$ cat src/rtl/lena2_a2g_caishu_rd_ctrl.sv
// ---------------------------------------------------------------------------
// lena2_a2g_caishu_rd_ctrl
// Arms the A2G ZC sample-capture block and drains the captured I/Q samples
// into a small first-word-fall-through FIFO read by the EMIF side.
//
// Ports:
//   clk_logic, rst_logic_n      logic clock, async active-low reset
//   i_arm, i_arm_ant_idx        arm pulse and antenna select (sampled on arm)
//   i_rd_start, i_abort         readout start pulse, abort pulse
//   i_ant_i_tx, i_ant_q_tx      capture-RAM I/Q read data (sample in [15:4])
//   i_rdy                       EMIF ready for o_data
//   o_emif_wr_en_tx             arm level to the capture block
//   o_emif_wr_ant_idx           antenna select to the capture block
//   o_rd_tx_ant_i/_q            per-sample read strobes (always identical)
//   o_data, o_vld               packed {4'd0,I,4'd0,Q} word and its valid
//   o_busy, o_done              not idle / readout-complete pulse
//   o_samp_cnt                  words accepted in the current readout
// ---------------------------------------------------------------------------
module lena2_a2g_caishu_rd_ctrl #(
   parameter int ADDR_W     = 15,
   parameter int NUM_SAMP   = 32768,
   parameter int ARM_CYC    = 4,
   parameter int RD_LAT     = 1,
   parameter int FIFO_DEPTH = 4
) (
   input  logic        clk_logic,
   input  logic        rst_logic_n,
   input  logic        i_arm,
   input  logic        i_arm_ant_idx,
   input  logic        i_rd_start,
   input  logic        i_abort,
   input  logic [15:0] i_ant_i_tx,
   input  logic [15:0] i_ant_q_tx,
   input  logic        i_rdy,
   output logic        o_emif_wr_en_tx,
   output logic        o_emif_wr_ant_idx,
   output logic        o_rd_tx_ant_i,
   output logic        o_rd_tx_ant_q,
   output logic [31:0] o_data,
   output logic        o_vld,
   output logic        o_busy,
   output logic        o_done,
   output logic [15:0] o_samp_cnt
);

   localparam int IW = ADDR_W + 1;           // issued counter, reaches NUM_SAMP
   localparam int AW = $clog2(FIFO_DEPTH);
   localparam int CW = AW + 1;               // FIFO occupancy, reaches FIFO_DEPTH
   localparam int SW = CW + 1;               // occupancy + strobes in flight

   typedef enum logic [2:0] {
      S_IDLE,
      S_ARM,
      S_WAIT,
      S_READ,
      S_DRAIN
   } state_t;

   state_t          state, state_d;
   logic            arm_go, rd_go;
   logic            strobe, push, pop, done_cond;
   logic [SW-1:0]   pending;
   logic [3:0]      arm_cnt;
   logic [IW-1:0]   issued;
   logic [RD_LAT:1] vld_pipe;
   logic [31:0]     mem [FIFO_DEPTH];
   logic [AW-1:0]   wr_ptr, rd_ptr;
   logic [CW-1:0]   fifo_cnt;
   logic            wr_en_q, ant_idx_q;
   logic [15:0]     samp_cnt_q;
   logic [31:0]     word;
   logic            unused_low_bits;

   assign unused_low_bits = ^{i_ant_i_tx[3:0], i_ant_q_tx[3:0]};
   assign word = {4'd0, i_ant_i_tx[15:4], 4'd0, i_ant_q_tx[15:4]};

   // Words already in the FIFO plus strobes whose data is still on its way.
   // A strobe is only issued when that total leaves room, so every word the
   // pipe delivers has a FIFO slot reserved and the FIFO cannot overflow.
   always_comb begin
      pending = SW'(fifo_cnt);
      for (int k = 1; k <= RD_LAT; k++) pending = pending + SW'(vld_pipe[k]);
   end

   assign strobe    = (state == S_READ) && (pending < SW'(FIFO_DEPTH)) &&
                      (issued < IW'(NUM_SAMP));
   assign push      = vld_pipe[RD_LAT];
   assign pop       = (fifo_cnt != '0) && i_rdy;
   assign done_cond = (state == S_DRAIN) && (vld_pipe == '0) && (fifo_cnt == '0);

   // ---------------- FSM ----------------
   always_ff @(posedge clk_logic or negedge rst_logic_n) begin
      if (!rst_logic_n) state <= S_IDLE;
      else              state <= state_d;
   end

   always_comb begin
      state_d = state;
      arm_go  = 1'b0;
      rd_go   = 1'b0;
      if (i_abort) begin
         state_d = S_IDLE;
      end else begin
         case (state)
            // arm wins over a simultaneous start
            S_IDLE, S_WAIT: begin
               if (i_arm) begin
                  state_d = S_ARM;
                  arm_go  = 1'b1;
               end else if (i_rd_start) begin
                  state_d = S_READ;
                  rd_go   = 1'b1;
               end
            end
            S_ARM:   if (arm_cnt == 4'(ARM_CYC - 1)) state_d = S_WAIT;
            S_READ:  if (strobe && issued == IW'(NUM_SAMP - 1)) state_d = S_DRAIN;
            S_DRAIN: if (done_cond) state_d = S_IDLE;
            default: state_d = S_IDLE;
         endcase
      end
   end

   // ---------------- control / datapath ----------------
   always_ff @(posedge clk_logic or negedge rst_logic_n) begin
      if (!rst_logic_n) begin
         wr_en_q    <= 1'b0;
         ant_idx_q  <= 1'b0;
         arm_cnt    <= '0;
         issued     <= '0;
         vld_pipe   <= '0;
         wr_ptr     <= '0;
         rd_ptr     <= '0;
         fifo_cnt   <= '0;
         samp_cnt_q <= '0;
         for (int k = 0; k < FIFO_DEPTH; k++) mem[k] <= '0;
      end else begin
         // level is high exactly for the cycles spent in ARM
         wr_en_q <= (state_d == S_ARM);
         if (arm_go) ant_idx_q <= i_arm_ant_idx;

         if (arm_go)              arm_cnt <= '0;
         else if (state == S_ARM) arm_cnt <= arm_cnt + 4'd1;

         if (rd_go)       issued <= '0;
         else if (strobe) issued <= issued + IW'(1);

         if (rd_go)                            samp_cnt_q <= '0;
         else if (pop && samp_cnt_q != 16'hFFFF) samp_cnt_q <= samp_cnt_q + 16'd1;

         if (i_abort) begin
            vld_pipe <= '0;
            wr_ptr   <= '0;
            rd_ptr   <= '0;
            fifo_cnt <= '0;
         end else begin
            // strobe enters at stage 1; stage RD_LAT lines up with RAM data
            vld_pipe <= RD_LAT'({vld_pipe, strobe});
            if (push) begin
               mem[wr_ptr] <= word;
               wr_ptr      <= wr_ptr + AW'(1);
            end
            if (pop) rd_ptr <= rd_ptr + AW'(1);
            case ({push, pop})
               2'b10:   fifo_cnt <= fifo_cnt + CW'(1);
               2'b01:   fifo_cnt <= fifo_cnt - CW'(1);
               default: fifo_cnt <= fifo_cnt;
            endcase
         end
      end
   end

   fifo_no_overflow: assert property (@(posedge clk_logic) disable iff (!rst_logic_n)
      !(push && !pop && fifo_cnt == CW'(FIFO_DEPTH)));

   assign o_emif_wr_en_tx   = wr_en_q;
   assign o_emif_wr_ant_idx = ant_idx_q;
   assign o_rd_tx_ant_i     = strobe;
   assign o_rd_tx_ant_q     = strobe;
   assign o_data            = mem[rd_ptr];
   assign o_vld             = (fifo_cnt != '0);
   assign o_busy            = (state != S_IDLE);
   assign o_done            = done_cond;
   assign o_samp_cnt        = samp_cnt_q;

endmodule

$ cat config.mk
export PLATFORM = sky130hd
export DESIGN_NAME = lena2_a2g_caishu_rd_ctrl
export DESIGN_NICKNAME = d
export VERILOG_FILES = /design/src/rtl/lena2_a2g_caishu_rd_ctrl.sv
export SDC_FILE = /design/constraint.sdc
export NUM_CORES = 1
export LEC_CHECK = 0
export CAP_MARGIN = 10
export CELL_PAD_IN_SITES_DETAIL_PLACEMENT = 1
export CELL_PAD_IN_SITES_GLOBAL_PLACEMENT = 2
export CORE_UTILIZATION = 39
export CTS_BUF_LIST = sky130_fd_sc_hd__clkbuf_8
export DETAILED_ROUTE_END_ITERATION = 10
export HOLD_SLACK_MARGIN = 0.08
export PLACE_DENSITY_LB_ADDON = 0.2
export RECOVER_POWER = 25
export SETUP_SLACK_MARGIN = 0.05
export SLEW_MARGIN = 10
export SYNTH_ARGS = -nofsm -noshare
export SYNTH_HDL_FRONTEND = slang
export SYNTH_SLANG_ARGS = --single-unit
export TNS_END_PERCENT = 10
$ cat constraint.sdc
create_clock -name clk_logic -period 2.2 [get_ports clk_logic]
set_input_delay 0.44 -clock clk_logic [delete_from_list [all_inputs] [get_ports clk_logic]]
set_output_delay 0.44 -clock clk_logic [all_outputs]
set_load 0.02 [all_outputs]
# Word-level counts from Yosys, hierarchy flattened
# Index checks and enable logic that the tools add are counted.
[word_totals]
out_inout_bits = 55
input_bits = 39
word_cells = 94
regBits = 177
[classes]
magnitude_cmp = 5
mux = 33
n_eq_ne = 10
bitwise_logic = 4
add_sub_neg = 8
n_reduce_logical = 20
[ops]
columns = ["op", "n"]
rows = [
  ["$bwmux 128", 1],
  ["$mux 32", 3],
  ["$bmux 32 s2", 1],
  ["$demux 32 s2", 1],
  ["$mux 16", 4],
  ["$add 16x1->16 const B", 2],
  ["$mux 3", 7],
  ["$eq 16x15->1 const B", 1],
  ["$lt 16x16->1 const B", 1],
  ["$ne 16x16->1 const B", 1],
  ["$pmux 3 s4", 1],
  ["$reduce_bool 2->1", 5],
  ["$reduce_bool 3->1", 3],
  ["$logic_and 1x1->1", 8],
  ["$mux 1", 8],
  ["$mux 2", 4],
  ["$mux 4", 2],
  ["$eq 3x1->1 const B", 2],
  ["$eq 3x2->1 const B", 2],
  ["$ge 3x3->1 const B", 2],
  ["$logic_not 3->1", 2],
  ["$not 2->3", 2],
  ["$pmux 3 s2", 1],
  ["$add 2x1->2 const B", 2],
  ["other kinds (13)", 14],
]

# Logic depth before layout (Yosys ltp)
[logic_depth]
ltp_word = 9
ltp_mapped = 7
mapped_depth_nobuf = 6

# Worst setup path after synthesis
# OpenSTA, ideal clock, no wires.
[synth_path]
kind = "reg-to-output"
startpoint = "register fifo_cnt[1]"
endpoint = "output o_done"
stages_incl_launch_ff = 3
required_time_ns = 1.760
n_path_buf = 0
arrival_time_ns = 1.467
setup_slack_ns = 0.293
cell_sequence = "dfrtp_1 > or3_1 > nor3_1"
[synth_between]
elab_chain_cells = 2
[synth_rtl]
columns = ["item", "line_no", "rtl"]
rows = [
  ["start: declaration", "68", "logic [CW-1:0] fifo_cnt;"],
  ["start signal: assignment", "164", "2'b10: fifo_cnt <= fifo_cnt + CW'(1);"],
  ["start signal: assignment", "165", "2'b01: fifo_cnt <= fifo_cnt - CW'(1);"],
  ["start signal: assignment", "166", "default: fifo_cnt <= fifo_cnt;"],
  ["$logic_not 3->1", "89", "assign done_cond = (state == S_DRAIN) && (vld_pipe == '0) && (fifo_cnt == '0);"],
  ["$logic_and 1x1->1", "89", ""],
  ["end: declaration", "42", "output logic o_done,"],
]
# Every way passes these cells.

# Worst setup path in the final report
[layout_path]
startpoint = "register rd_ptr[0]"
endpoint = "output o_data[26]"
[layout_between]
elab_chain_cells = 4
[layout_rtl]
columns = ["item", "line_no", "rtl"]
rows = [
  ["start: declaration", "67", "logic [AW-1:0] wr_ptr, rd_ptr;"],
  ["start signal: assignment", "162", "if (pop) rd_ptr <= rd_ptr + AW'(1);"],
  ["$not 2->3 (implied by the code)", "179", "assign o_data = mem[rd_ptr];"],
  ["$bmux 32 s2", "179", ""],
  ["$mux 32 (implied by the code) (2 in a row)", "179", ""],
  ["end: declaration", "39", "output logic [31:0] o_data,"],
]
# Every way passes these cells. The select of a mux whose other input is x is not followed.

==> flow_summary.ini <==
[critical_path]
r2r_slack_ns = 0.25
path_max_fanout = 8
path_class = register to output pin
end_kind = output pin
required_ns = 1.76
cp.arrival_ns = 1.80
start_kind = register

[route]
antenna_left = 0
routed_wl_microns = 16420
firstDrtPassIters = 4
avgViaCountPerCell = 5.351
wl_per_cell_microns = 18.72
num_vias = 4693
initialDrtViolationCount = 195
remaining_drc_errors = 0

[power_and_ir_drop]
seq_power_share = 0.420
combPwrFrac = 0.333
power_density_nw_per_um2 = 925.0
switchingPower_mw = 2.567
clockPowerShare = 0.247
swShare = 0.3263
vdd_drop_max_mv = 0.4670
leakagePower_nw = 3.897
power.internal_mw = 5.300
total_power_mw = 7.866

[clock_network]
cts_buffer_depth = 2
cts_max_level = 4
cts_tree = yes
cts_root_buffer = clkbuf_8
clk_latency_ns = 0.45
cts.clk_slew.worst_paths_ns = 0.07
cts_buffers = 17
clkSinkCount = 145

[layout]
register_area_sq_um = 3631
fin_nets = 686
drive_above_1_share = 0.3558
stdcell_area_sq_um = 8504
layout_common_cells = dfrtp_1 (143), mux2_2 (97), clkdlybuf4s50_1 (46)
syn2layout_area_growth_pct = 22.62
layout_commonest_cell = dfrtp_1
final_util = 0.4900
multi_input_area_sq_um = 3093
diodes = 0
fillers = 1825

[synth]
synth_area_sq_um = 6935
yosys_warnings = 0
synthArstFlopShare = 1.000
synth_edf_count = 0
yosys_register_bits = 145
synth_cell_types = 51
synth_seq_area_share = 0.5232
synthCells = 534
synth-main-ff-cell = dfrtp_1
syn-mean-instance-area_sq_um = 12.99

[floorplan]
die-area_sq_um = 18320
start_util = 0.3996
std_cell_rows = 48
design.core.area_sq_um = 17360
fp.dieH_microns = 135.4
io_pins = 94
die_w_microns = 135.4

[run_status]
violations = negative setup slack
status = complete, but fails checks

[sta]
worst_slack_ns = -0.03506
layout_worst_path_cycle_share = 1.016
setup_viol = 20
tns_ns = -0.4185
drv_slew = 0
finalClockSkew_ns = 0.01658
fmax_mhz = 447.4
worst_slew_pin_slew_ns = 1.367
min_period_ns = 2.235
rsz0062_at_grt = true
slew_headroom = 0.08859
finalHoldViolCount = 0

[placed_design]
port_buffers = 77
place_area_sq_um = 8193
dp_hpwl_microns = 11120
place.gp.congestion = 0.7758

[global_routing]
grt_pass1_vias = 5189
track_usage = 0.1942
antenna_found_initial = 0
grt_pass1_wl_microns = 26940
overflow = 0
grt_start_max_net_pins = 52

[run]
drv_cap = 0

[worst_hold_path]
hp-class = register to register
## logic make-up (layout without fill, tap and decap cells)
logic type | Yosys count | count (layout) | share of synthesized area
muxes | 132 | 132 | 0.2513
adders and majority gates | 8 | 8 | 0.01551
other | 1 | 8 | 0.0005407
buffers and inverters | 46 | 157 | 0.03536
and+or+nand+nor | 132 | 132 | 0.1064
DFF | 145 | 145 | 0.5232
xor gates and xnor gates | 9 | 9 | 0.01136
AOI/OAI and AO/OA | 61 | 61 | 0.05629
## final timing paths
kind,from,to,cells after the start
worst min-delay path,mem[58],mem[58],1
worst min register to register,mem[58],mem[58],1
worst max-delay path,rd_ptr[0],o_data[26],4
max in group asynchronous,rst_logic_n,mem[56],3
min in group asynchronous,rst_logic_n,mem[104],2
worst max register to register,fifo_cnt[1],fifo_cnt[2],7
## layout make-up
class                   instances  share of cell area
clock buffers                  18             0.02913
inverters                       9            0.003972
clock inverters                14             0.01383
well taps                     225             0.03310
multi-input cells             350              0.3637
flip-flops and latches        145              0.4270
repair buffers                116              0.1293
## worst max-delay path, cell delays in order, from the launching register on
cell and delay [ns]:
dfrtp_2 0.41, buf_12 0.12, buf_12 0.13, mux4_2 0.50, buf_2 0.18
## cells in the mapped netlist (2+ instances only)
cell | number | area share
nor2b_1 | 2 | 0.0018
nand4_1 | 9 | 0.0081
nor3b_1 | 3 | 0.0032
o21ai_0 | 9 | 0.0065
nor3_1 | 8 | 0.0058
o21a_1 | 3 | 0.0032
buf_4 | 12 | 0.013
buf_2 | 16 | 0.012
buf_1 | 2 | 0.0011
or3_1 | 9 | 0.0081
or4_1 | 10 | 0.011
nand2b_1 | 6 | 0.0054
xor2_1 | 5 | 0.0063
a21oi_1 | 22 | 0.016
clkbuf_1 | 6 | 0.0032
nand2_2 | 4 | 0.0036
xnor2_1 | 4 | 0.0051
a211oi_1 | 3 | 0.0032
mux2_2 | 97 | 0.16
o311ai_0 | 2 | 0.0025
and3_1 | 5 | 0.0045
nand3_1 | 10 | 0.0072
mux2i_1 | 11 | 0.016
o31a_1 | 2 | 0.0025
mux4_2 | 24 | 0.078
ha_1 | 7 | 0.013
and4_1 | 2 | 0.0025
or2_2 | 2 | 0.0018
nand2_1 | 26 | 0.014
and2_1 | 2 | 0.0018
nand3_2 | 2 | 0.0029
inv_1 | 9 | 0.0049
o31ai_1 | 13 | 0.014
dfrtp_1 | 145 | 0.52
nor4_1 | 7 | 0.0063
nor2_1 | 20 | 0.011
## sequential cells by signal (all words and copies together), names as in the netlist
register           cells
arm_cnt                4
fifo_cnt               3
issued                16
mem                   96
o_emif_wr_ant_idx      1
o_emif_wr_en_tx        1
o_samp_cnt            16
push                   1
rd_ptr                 2
state                  3
wr_ptr                 2
## per-stage QoR
| stage | worst slack [ns] | instances | hold slack [ns] |
|---|---|---|---|
| after floorplan | 0.2931 | 541 | 0.1444 |
| after global placement | 0.07858 | 841 | 0.4240 |
| after detailed placement | -0.03166 | 841 | 0.4277 |
| after CTS | -0.07936 | 877 | 0.4953 |
| after global routing | -0.1221 | 877 | 0.5217 |
| final | -0.03506 | 877 | 0.5034 |
## routing by layer
layer,GRT usage,vias up,share of wire
met3,0.03517,18,0.030
met1,0.2487,2437,0.45
met2,0.3271,68,0.51
met4,0.07303,0,0.014
li1,-,2170,-
met5,0,-,0
## power by group through the flow
stage / clock [mW] / combinational [mW] / sequential (mW)
6_report: 1.94 / 2.62 / 3.30
5_1_grt: 2.14 / 2.83 / 3.36
4_1_cts: 2.03 / 2.65 / 3.30
3_5_place_dp: 0 / 2.74 / 3.35
3_3_place_gp: 0 / 2.68 / 3.32
2_1_floorplan: 0 / 1.58 / 3.32
## repair_timing
action                                  4_1_cts  5_1_grt
buffers inserted                              2        1
pin swaps                                     0        1
hold endpoints to repair                     48        0
resized for setup                           118       17
gates cloned                                  1        0
endpoints found under the setup margin       29       27
hold buffers                                  1        0
No activity file was read; power rests on OpenSTA's default activity.
